`config.mk`:
```
export PLATFORM = sky130hd
export DESIGN_NAME = t_switch_sched_flat
export DESIGN_NICKNAME = d
export VERILOG_FILES = /design/src/rtl/bft_pkg.sv /design/src/rtl/t_switch_sched_if.sv /design/src/rtl/t_switch_in_fifo.sv /design/src/rtl/t_switch_sched.sv /design/src/flat_wrapper.sv
export SDC_FILE = /design/constraint.sdc
export NUM_CORES = 1
export LEC_CHECK = 0
export ABC_CLOCK_PERIOD_IN_PS = 4000
export CAP_MARGIN = 20
export CORE_ASPECT_RATIO = 1.25
export CORE_MARGIN = 5
export CORE_UTILIZATION = 47
export CTS_BUF_LIST = sky130_fd_sc_hd__clkbuf_16
export CTS_CLUSTER_SIZE = 28
export DETAILED_ROUTE_END_ITERATION = 6
export PLACE_DENSITY = 0.76
export SLEW_MARGIN = 20
export SYNTH_ARGS = -nofsm -noshare
export SYNTH_HDL_FRONTEND = slang
export SYNTH_SLANG_ARGS = --single-unit
```
`constraint.sdc`:
```
create_clock -name clk -period 4 [get_ports clk]
set_input_delay 0.6 -clock clk [delete_from_list [all_inputs] [get_ports clk]]
set_output_delay 0.6 -clock clk [all_outputs]
set_load 0.01 [all_outputs]
```
`src/rtl/bft_pkg.sv`:
```
// rtl/bft_pkg.sv - shared types and helpers for the BFT T-switch scheduler
// Port encoding, packet field extraction and the T-switch routing rules.
package bft_pkg;

  // Widest packet the field helpers accept; callers widen their packet to this.
  localparam int MAX_W = 128;

  typedef enum logic [1:0] {
    PORT_L = 2'd0,
    PORT_R = 2'd1,
    PORT_U = 2'd2
  } port_e;

  function automatic int addr_width(input int num_leaves);
    return $clog2(num_leaves);
  endfunction

  function automatic logic pkt_valid(input logic [MAX_W-1:0] pkt, input int p_sz);
    logic [MAX_W-1:0] sh;
    sh = pkt >> (p_sz - 1);
    return sh[0];
  endfunction

  // The destination sits directly above the payload field.
  function automatic logic [31:0] pkt_dest(input logic [MAX_W-1:0] pkt,
                                           input int payload_sz, input int aw);
    logic [MAX_W-1:0] sh;
    sh = pkt >> payload_sz;
    return 32'(sh) & ((32'd1 << aw) - 32'd1);
  endfunction

  function automatic logic [MAX_W-1:0] pkt_payload(input logic [MAX_W-1:0] pkt,
                                                   input int payload_sz);
    return pkt & ~({MAX_W{1'b1}} << payload_sz);
  endfunction

  // Child inputs cross to the sibling when the target is local, else climb;
  // the parent input descends by the side bit. Parent never routes to itself.
  function automatic port_e route(input port_e src, input logic in_sub, input logic side);
    port_e r;
    case (src)
      PORT_L:  r = in_sub ? PORT_R : PORT_U;
      PORT_R:  r = in_sub ? PORT_L : PORT_U;
      default: r = side ? PORT_R : PORT_L;
    endcase
    return r;
  endfunction

  // The two inputs that can target a given output; second=0 is the one the
  // arbiter pointer favours out of reset.
  function automatic port_e contender(input port_e out, input logic second);
    port_e c;
    case (out)
      PORT_L:  c = second ? PORT_U : PORT_R;
      PORT_R:  c = second ? PORT_U : PORT_L;
      default: c = second ? PORT_R : PORT_L;
    endcase
    return c;
  endfunction

endpackage

```
`src/rtl/t_switch_sched_if.sv`:
```
// rtl/t_switch_sched_if.sv - one flow-controlled switch port (in and out halves)
// The slave side is the switch; the master side is the neighbouring node.
interface t_switch_sched_if #(
  parameter int p_sz = 52
);
  logic [p_sz-1:0] bus_i;
  logic            rdy_o;
  logic [p_sz-1:0] bus_o;
  logic            rdy_i;

  modport master (output bus_i, output rdy_i, input bus_o, input rdy_o);
  modport slave  (input bus_i, input rdy_i, output bus_o, output rdy_o);
endinterface

```
`src/rtl/t_switch_in_fifo.sv`:
```
// rtl/t_switch_in_fifo.sv - 2-entry input FIFO with occupancy and ready
// Ready depends on occupancy only, so a full FIFO refuses a push while popping.
module t_switch_in_fifo #(
  parameter int w = 52
) (
  input  logic         clk,
  input  logic         reset,
  input  logic         push_valid,
  input  logic         pop,
  input  logic [w-1:0] din,
  output logic [w-1:0] dout,
  output logic [1:0]   count,
  output logic         rdy
);

  logic [w-1:0] mem0_q, mem0_d;
  logic [w-1:0] mem1_q, mem1_d;
  logic [1:0]   count_q, count_d;
  logic         push;

  assign rdy   = !reset && (count_q != 2'd2);
  assign push  = push_valid && rdy;
  assign dout  = mem0_q;
  assign count = count_q;

  // mem0 is always the head; a pop shifts mem1 down before the push lands.
  always_comb begin
    mem0_d  = mem0_q;
    mem1_d  = mem1_q;
    count_d = count_q + {1'b0, push} - {1'b0, pop};
    if (pop) begin
      mem0_d = mem1_q;
    end
    if (push) begin
      if ((count_q - {1'b0, pop}) == 2'd0) begin
        mem0_d = din;
      end else begin
        mem1_d = din;
      end
    end
  end

  always_ff @(posedge clk) begin
    if (reset) begin
      count_q <= 2'd0;
    end else begin
      count_q <= count_d;
    end
    mem0_q <= mem0_d;
    mem1_q <= mem1_d;
  end

endmodule

```
`src/rtl/t_switch_sched.sv`:
```
// rtl/t_switch_sched.sv - T-switch node: input FIFOs, per-output round-robin, output regs
// Packets are buffered and arbitrated, never dropped or deflected.
module t_switch_sched
  import bft_pkg::*;
#(
  parameter int num_leaves = 256,
  parameter int payload_sz = 43,
  parameter int p_sz       = 52,
  parameter int addr       = 0,
  parameter int level      = 7
) (
  input  logic            clk,
  input  logic            reset,
  t_switch_sched_if.slave l_port,
  t_switch_sched_if.slave r_port,
  t_switch_sched_if.slave u_port
);

  localparam int addr_w = addr_width(num_leaves);

  typedef logic [p_sz-1:0] pkt_t;

  pkt_t        bus_in [3];
  pkt_t        head   [3];
  pkt_t        out_q  [3];
  pkt_t        out_d  [3];
  logic [1:0]  cnt    [3];
  logic [31:0] dest_w [3];
  port_e       route_v[3];
  logic [2:0]  in_sub;
  logic [2:0]  side;
  logic [2:0]  rdy_in;
  logic [2:0]  rdy_out;
  logic [2:0]  pop;
  logic [2:0]  ptr_q, ptr_d;

  assign bus_in[0] = l_port.bus_i;
  assign bus_in[1] = r_port.bus_i;
  assign bus_in[2] = u_port.bus_i;
  assign rdy_out   = {u_port.rdy_i, r_port.rdy_i, l_port.rdy_i};

  assign l_port.rdy_o = rdy_in[0];
  assign r_port.rdy_o = rdy_in[1];
  assign u_port.rdy_o = rdy_in[2];
  assign l_port.bus_o = out_q[0];
  assign r_port.bus_o = out_q[1];
  assign u_port.bus_o = out_q[2];

  for (genvar i = 0; i < 3; i++) begin : g_in
    t_switch_in_fifo #(.w(p_sz)) u_fifo (
      .clk        (clk),
      .reset      (reset),
      .push_valid (bus_in[i][p_sz-1]),
      .pop        (pop[i]),
      .din        (bus_in[i]),
      .dout       (head[i]),
      .count      (cnt[i]),
      .rdy        (rdy_in[i])
    );
  end

  // Routes are decoded from each FIFO head, so only the head's route matters.
  always_comb begin
    for (int i = 0; i < 3; i++) begin
      dest_w[i]  = pkt_dest(MAX_W'(head[i]), payload_sz, addr_w);
      in_sub[i]  = (dest_w[i] >> (level + 1)) == (32'(addr) >> (level + 1));
      side[i]    = dest_w[i][level];
      route_v[i] = route(port_e'(i[1:0]), in_sub[i], side[i]);
    end
  end

  always_comb begin
    port_e ca, cb, op;
    logic  req_a, req_b, free, gnt_a, gnt_b;
    pop   = '0;
    ptr_d = ptr_q;
    for (int o = 0; o < 3; o++) begin
      op    = port_e'(o[1:0]);
      ca    = contender(op, 1'b0);
      cb    = contender(op, 1'b1);
      req_a = (cnt[ca] != 2'd0) && (route_v[ca] == op);
      req_b = (cnt[cb] != 2'd0) && (route_v[cb] == op);
      free  = !pkt_valid(MAX_W'(out_q[o]), p_sz) || rdy_out[o];
      gnt_a = free && req_a && (!req_b || !ptr_q[o]);
      gnt_b = free && req_b && (!req_a || ptr_q[o]);
      // A free stage either reloads or drains to all-zeros.
      out_d[o] = free ? '0 : out_q[o];
      if (gnt_a) begin
        out_d[o] = head[ca];
        pop[ca]  = 1'b1;
      end
      if (gnt_b) begin
        out_d[o] = head[cb];
        pop[cb]  = 1'b1;
      end
      // After a contested grant the loser becomes the favoured contender.
      if (free && req_a && req_b) begin
        ptr_d[o] = gnt_a;
      end
    end
  end

  always_ff @(posedge clk) begin
    if (reset) begin
      ptr_q <= 3'b000;
      for (int o = 0; o < 3; o++) begin
        out_q[o] <= '0;
      end
    end else begin
      ptr_q <= ptr_d;
      for (int o = 0; o < 3; o++) begin
        out_q[o] <= out_d[o];
      end
    end
  end

endmodule

```
`src/flat_wrapper.sv`:
```
// flat-port wrapper written by rule: the top's interface ports become plain ports
module t_switch_sched_flat import bft_pkg::*;
#(
  parameter int num_leaves = 256,
  parameter int payload_sz = 43,
  parameter int p_sz       = 52,
  parameter int addr       = 0,
  parameter int level      = 7
)
  (clk, reset, l_port_bus_i, l_port_rdy_i, l_port_bus_o, l_port_rdy_o, r_port_bus_i, r_port_rdy_i, r_port_bus_o, r_port_rdy_o, u_port_bus_i, u_port_rdy_i, u_port_bus_o, u_port_rdy_o);
  t_switch_sched_if #(.p_sz(p_sz)) l_port_i ();
  t_switch_sched_if #(.p_sz(p_sz)) r_port_i ();
  t_switch_sched_if #(.p_sz(p_sz)) u_port_i ();
  input  logic clk;
  input  logic reset;
  input wire logic [$bits(l_port_i.bus_i)-1:0] l_port_bus_i;
  input wire logic [$bits(l_port_i.rdy_i)-1:0] l_port_rdy_i;
  output wire logic [$bits(l_port_i.bus_o)-1:0] l_port_bus_o;
  output wire logic [$bits(l_port_i.rdy_o)-1:0] l_port_rdy_o;
  input wire logic [$bits(r_port_i.bus_i)-1:0] r_port_bus_i;
  input wire logic [$bits(r_port_i.rdy_i)-1:0] r_port_rdy_i;
  output wire logic [$bits(r_port_i.bus_o)-1:0] r_port_bus_o;
  output wire logic [$bits(r_port_i.rdy_o)-1:0] r_port_rdy_o;
  input wire logic [$bits(u_port_i.bus_i)-1:0] u_port_bus_i;
  input wire logic [$bits(u_port_i.rdy_i)-1:0] u_port_rdy_i;
  output wire logic [$bits(u_port_i.bus_o)-1:0] u_port_bus_o;
  output wire logic [$bits(u_port_i.rdy_o)-1:0] u_port_rdy_o;
  assign l_port_i.bus_i = l_port_bus_i;
  assign l_port_i.rdy_i = l_port_rdy_i;
  assign l_port_bus_o = l_port_i.bus_o;
  assign l_port_rdy_o = l_port_i.rdy_o;
  assign r_port_i.bus_i = r_port_bus_i;
  assign r_port_i.rdy_i = r_port_rdy_i;
  assign r_port_bus_o = r_port_i.bus_o;
  assign r_port_rdy_o = r_port_i.rdy_o;
  assign u_port_i.bus_i = u_port_bus_i;
  assign u_port_i.rdy_i = u_port_rdy_i;
  assign u_port_bus_o = u_port_i.bus_o;
  assign u_port_rdy_o = u_port_i.rdy_o;
  t_switch_sched #(.num_leaves(num_leaves), .payload_sz(payload_sz), .p_sz(p_sz), .addr(addr), .level(level)) u_core (.clk(clk), .reset(reset), .l_port(l_port_i), .r_port(r_port_i), .u_port(u_port_i));
endmodule
```
Yosys cells after proc, flatten, opt, wreduce, memory -nomap -nowiden
Memories as Yosys holds them, arrays and structs flattened. Index checks and enable logic that the tools add are counted.

Reduce and logical (&&, ||, !) cells: 45. Bitwise operators: 6. Mux-type cells: 27. Equality and inequality tests: 4. Add/sub/neg operators: 9.

Operators by type and width (count): $mux W52 (19); $logic_and A1 B1 Y1 (18); $sub A2 B1 Y2 (6); $logic_not A1 Y1 (10); $logic_not A2 Y1 (4); $logic_or A1 B1 Y1 (7); $add A2 B1 Y2 (3); $mux W3 (2); $ne A2 B2 Y1 const B (3); $reduce_and A2 Y1 (3); $reduce_bool A2 Y1 (3); $mux W1 (5); $not A1 Y1 (3); $or A1 B1 Y1 (3); $eq A2 B1 Y1 const B (1); $mux W2 (1).

Logic and storage cells: 103. Memories kept: 1. Output and inout bits: 159. Register bits: 320. Bits in writable memories: 156.

Memory list: u_core.out_q (depth 3, bits a word 52, rd ports 3, clocked after memory_dff 0, wr ports 3, line t_switch_sched.sv:25) `pkt_t out_q [3];`.

Longest topological paths before layout
Depth in word-level cells: 14. Mapped depth: 11. Mapped depth without buffers: 9.

Hierarchy
From an unflattened synthesis, not the netlist that was laid out.

Cell total of the unflattened synthesis: 1401. Area, all modules: 17628.2 sq um.

Modules (own cells, without submodules): t_switch_in_fifo (times used 3, sequential area each 2642.5 sq um, area each 4040.1 sq um, cells each 240); t_switch_sched (times used 1, sequential area each 2122.0 sq um, area each 5507.8 sq um, cells each 681).

Worst setup path after synthesis
OpenSTA, ideal clock, no wires.

Path kind: input -> register. From: input port r_port_rdy_i. To: register u_core.g_in[2].u_fifo.mem1_q[0] (enable). Setup time: 0.462 ns. Required time: 3.538 ns. Arrival: 3.937 ns. Cell stages on the path: 7. Setup slack: -0.398 ns. Cells stage by stage: nand2b_1 > clkbuf_1 > nand3_1 > clkbuf_1 > clkbuf_1 > a31oi_1 > nor2_1.

Cells in the longest elaborated chain, start to end: 8.

RTL lines: from (decl) (line flat_wrapper.sv:21) `input wire logic [$bits(r_port_i.rdy_i)-1:0] r_port_rdy_i;`; $logic_or A1 B1 Y1 (line t_switch_sched.sv:83) `free = !pkt_valid(MAX_W'(out_q[o]), p_sz) || rdy_out[o];`; $logic_and A1 B1 Y1 (2 in series) (line t_switch_sched.sv:85) `gnt_b = free && req_b && (!req_a || ptr_q[o]);`; $mux W3 (line t_switch_sched.sv:92) `if (gnt_b) begin`; $sub A2 B1 Y2 (line t_switch_in_fifo.sv:35) `if ((count_q - {1'b0, pop}) == 2'd0) begin`; $logic_not A2 Y1 (line t_switch_in_fifo.sv:35); $not A1 Y1 (no source line); $reduce_and A2 Y1 (no source line); to (signal assigned) (line t_switch_in_fifo.sv:50) `mem1_q <= mem1_d;`; to (decl) (line t_switch_in_fifo.sv:17) `logic [w-1:0] mem1_q, mem1_d;`.

Every way passes these cells. A chain may end at the register's enable or synchronous reset.

Worst setup path in the final report
From: register u_core.g_in[2].u_fifo.count_q[0]. To: output port u_port_rdy_o.

Cells in the longest elaborated chain, start to end: 2.

RTL lines: from (decl) (line t_switch_in_fifo.sv:18) `logic [1:0] count_q, count_d;`; from (signal assigned) (line t_switch_in_fifo.sv:47) `count_q <= count_d;`; $ne A2 B2 Y1 (line t_switch_in_fifo.sv:21) `assign rdy = !reset && (count_q != 2'd2);`; $logic_and A1 B1 Y1 (line t_switch_in_fifo.sv:21); to (decl) (line flat_wrapper.sv:27) `output wire logic [$bits(u_port_i.rdy_o)-1:0] u_port_rdy_o;`.

Every way passes these cells.

==> flow_summary.toml <==
[synth]
synth-main-ff-cell = "dfxtp_1"
synth_compound_area_frac = 0.124
synthArstFlopShare = 0
synth.top_cell.area_share = 0.317
synth_area_leaders = "dfxtp_1 (32%), edfxtp_1 (28%), mux2_2 (13%), a221oi_1 (5.3%), nor3_1 (3.0%)"
postSynthAreaPerCell_um2 = 12.1
synth_mux_area_frac = 0.136
synth_fa_ha_area_frac = 0.00444
syn_area_mm2 = 0.0169
yosys-top-cells-count = "dfxtp_1 (268), mux2_2 (201), edfxtp_1 (156), nor2_1 (113), a221oi_1 (103)"
yosysTopAreaCell = "dfxtp_1"
ys_seq_area_frac = 0.594
synth_edf_count = 156
synth_xor_area_frac = 0.00414
synth.distinct_cells = 40
netlist_instances = 1403
synth_top_family_by_area = "multiplexers"
synthMostInstantiatedCell = "dfxtp_1"
synth-simple-area-share = 0.0780
synth_warnings = 0
ys_seq_elements = 424

[pwr]
ir_drop_uv = 482
power_leakage_nw = 7.67
power_density_mw_per_mm2 = 809

[die]
initial_utilization = 0.477
die_w_um = 180
die_h_um = 222
die_area_mm2 = 0.0399
io_pins = 320
core_area_mm2 = 0.0355
rows = 77

[sta]
rsz0062_at_grt = "false"
max_freq_mhz = 352
setup_tns_ns = 0
hold_viol = 0
setup_viol = 0
slew_headroom = 0.327
hold_ws_ns = 0.450
finalCritPeriodShare = 0.710
slew_violations = 0
post-route-min-period_ns = 2.84
worst_slack_ns = 1.16
tightest_slew_ns = 1.01
fin_skew_ns = 0.0123

[cts]
cts_resized = 0
holdBufCountCts = 0
cts_buffer_depth = 3
cts-root-buf = "clkbuf_16"
post_cts_buffers = 0
cts_tree = "done"
clkLatencyLatePin_ns = 0.54
clkSinkCount = 424
path_clk_slew_ns = 0.06
cts_made_buffers = 42
cts_max_level = 2

[place]
port_buffers = 266
gp_congestion = 0.790
hpwl_um = 29300
dp_slack_ns = 0.869

[final_layout]
nets = 1773
areaGrowthSynthToFinish_pct = 24.6
drive_above_1_share = 0.185
fillers = 2893

[route]
vias_per_cell = 5.86
drtPass1Iterations = 5
vias = 12384
ant_nets = 0
drt_iter0_drc = 751
finalWirelength_um = 45600
drc = 0
routedWlPerCell_um = 21.6

[grt]
gr-total-overflow = 0
grt_pass1_wl_um = 70500
grt_max_degree = 106
antenna_found_initial = 8
grt_pass1_vias = 12456
grt_usage = 0.218

[critical_path]
crit_path_max_incr_delay_ns = 0.56
worstPathRequired_ns = 3.40
worstSetupEndpointType = "primary output"
start_kind = "flop"
critical_path.cell_chain = "buf_4, o21a_1, clkdlybuf4s50_1"
path_class = "flop to primary output"
critPathSlowestCell = "clkdlybuf4s50_1"
path_max_fanout = 54
cp.arrival_ns = 2.24

[run_status]
status = "complete, no violations"

[hold_path]
hp-class = "flop to flop"

[job]
maxCapViolations = 0
## per-stage QoR
stage / instance area (um^2) / util / power, mW / cells
after floorplan: 17100 / - / 11.1 / 1454
after global placement: 19800 / 0.558 / 13.2 / 2036
after detailed placement: 19800 / 0.558 / 13.5 / 2036
after CTS: 21100 / 0.594 / 17.2 / 2112
after global routing: 21100 / 0.594 / 18.1 / 2115
final: 21100 / 0.594 / 17.0 / 2115
## worst max-delay path: cells and delay by family (launching register included)
| kind | cells | cell delay, ns |
|---|---|---|
| AOI/OAI and AO/OA | 1 | 0.26 |
| buffers and inverters | 2 | 1.10 |
| DFF | 1 | 0.35 |
## registers in the layout (all words and copies together) (netlist names)
signal / cells
u_core.g_in.u_fifo.count: 6
u_core.g_in.u_fifo.dout: 156
u_core.g_in.u_fifo.mem1_q: 156
u_core.out_q: 104
u_core.ptr_q: 2
## per-layer routing
layer,track usage,up-vias,share of wire
li1,-,5630,-
met4,0.0824,10,0.035
met3,0.0482,113,0.069
met1,0.262,6084,0.38
met2,0.382,547,0.51
met5,0,-,0.0015
## placed cells by master (no fill, tap or decap), types with 2 or more instances in the layout
| cell type | count |
|---|---|
| clkdlybuf4s50_1 | 265 |
| o21a_1 | 2 |
| buf_4 | 22 |
| clkinv_2 | 6 |
| mux2_2 | 201 |
| clkbuf_16 | 45 |
| nor2b_1 | 4 |
| inv_1 | 22 |
| o21ai_0 | 53 |
| nor2_4 | 2 |
| diode_2 | 3 |
| a31oi_1 | 52 |
| nand2b_2 | 2 |
| a221oi_1 | 103 |
| nor2_1 | 111 |
| conb_1 | 52 |
| nand3_4 | 2 |
| a211oi_4 | 2 |
| clkinv_1 | 10 |
| xor2_1 | 4 |
| o21bai_1 | 2 |
| mux2_1 | 3 |
| nor2b_4 | 3 |
| a21oi_1 | 4 |
| and3_2 | 2 |
| nand3_1 | 52 |
| buf_12 | 6 |
| and2_2 | 2 |
| ha_1 | 6 |
| a311oi_1 | 51 |
| edfxtp_1 | 156 |
| dfxtp_1 | 267 |
| nand2_1 | 6 |
| xnor2_1 | 4 |
| nor3_1 | 100 |
## layout make-up
type	count	area, um^2	share of cell area
Sequential cell	424	10100	0.477
Multi-Input combinational cell	836	6170	0.293
Timing Repair Buffer	293	2940	0.139
Clock buffer	45	1130	0.0534
Tap cell	474	593	0.0281
Clock inverter	31	154	0.00730
Inverter	9	33.8	0.00160
Antenna cell	3	7.51	0.000356
## path summary, 6_finish.rpt
check / from / endpoint / slack [ns] / cells past startpoint
max: u_core.g_in[2].u_fifo.count[0] / u_port_rdy_o / 1.16 / 3
min: u_core.g_in[0].u_fifo.mem1_q[51] / u_core.g_in[0].u_fifo.dout[51] / 0.45 / 1
max reg2reg: u_core.out_q[0][103] / u_core.g_in[0].u_fifo.mem1_q[22] / 1.56 / 6
min reg2reg: u_core.g_in[0].u_fifo.mem1_q[51] / u_core.g_in[0].u_fifo.dout[51] / 0.45 / 1
## logic make-up after synthesis
group                    count (synthesis)
multiplexers                           205
flip-flops                             424
other                                    1
XOR/XNOR                                 8
buffers and inverters                  194
adder cells (fa/ha/maj)                  6
AND/OR/NAND/NOR                        289
AO/OA/AOI/OAI                          276
## power by group
part	leakage, nW	internal, mW	switching, mW	total, mW
Sequential	3.65	5.99	0.980	6.97
Clock	0.677	2.08	1.58	3.66
Combinational	3.34	3.27	3.14	6.41
Total	7.67	11.3	5.70	17.0
No activity file was read; power rests on OpenSTA's default activity.
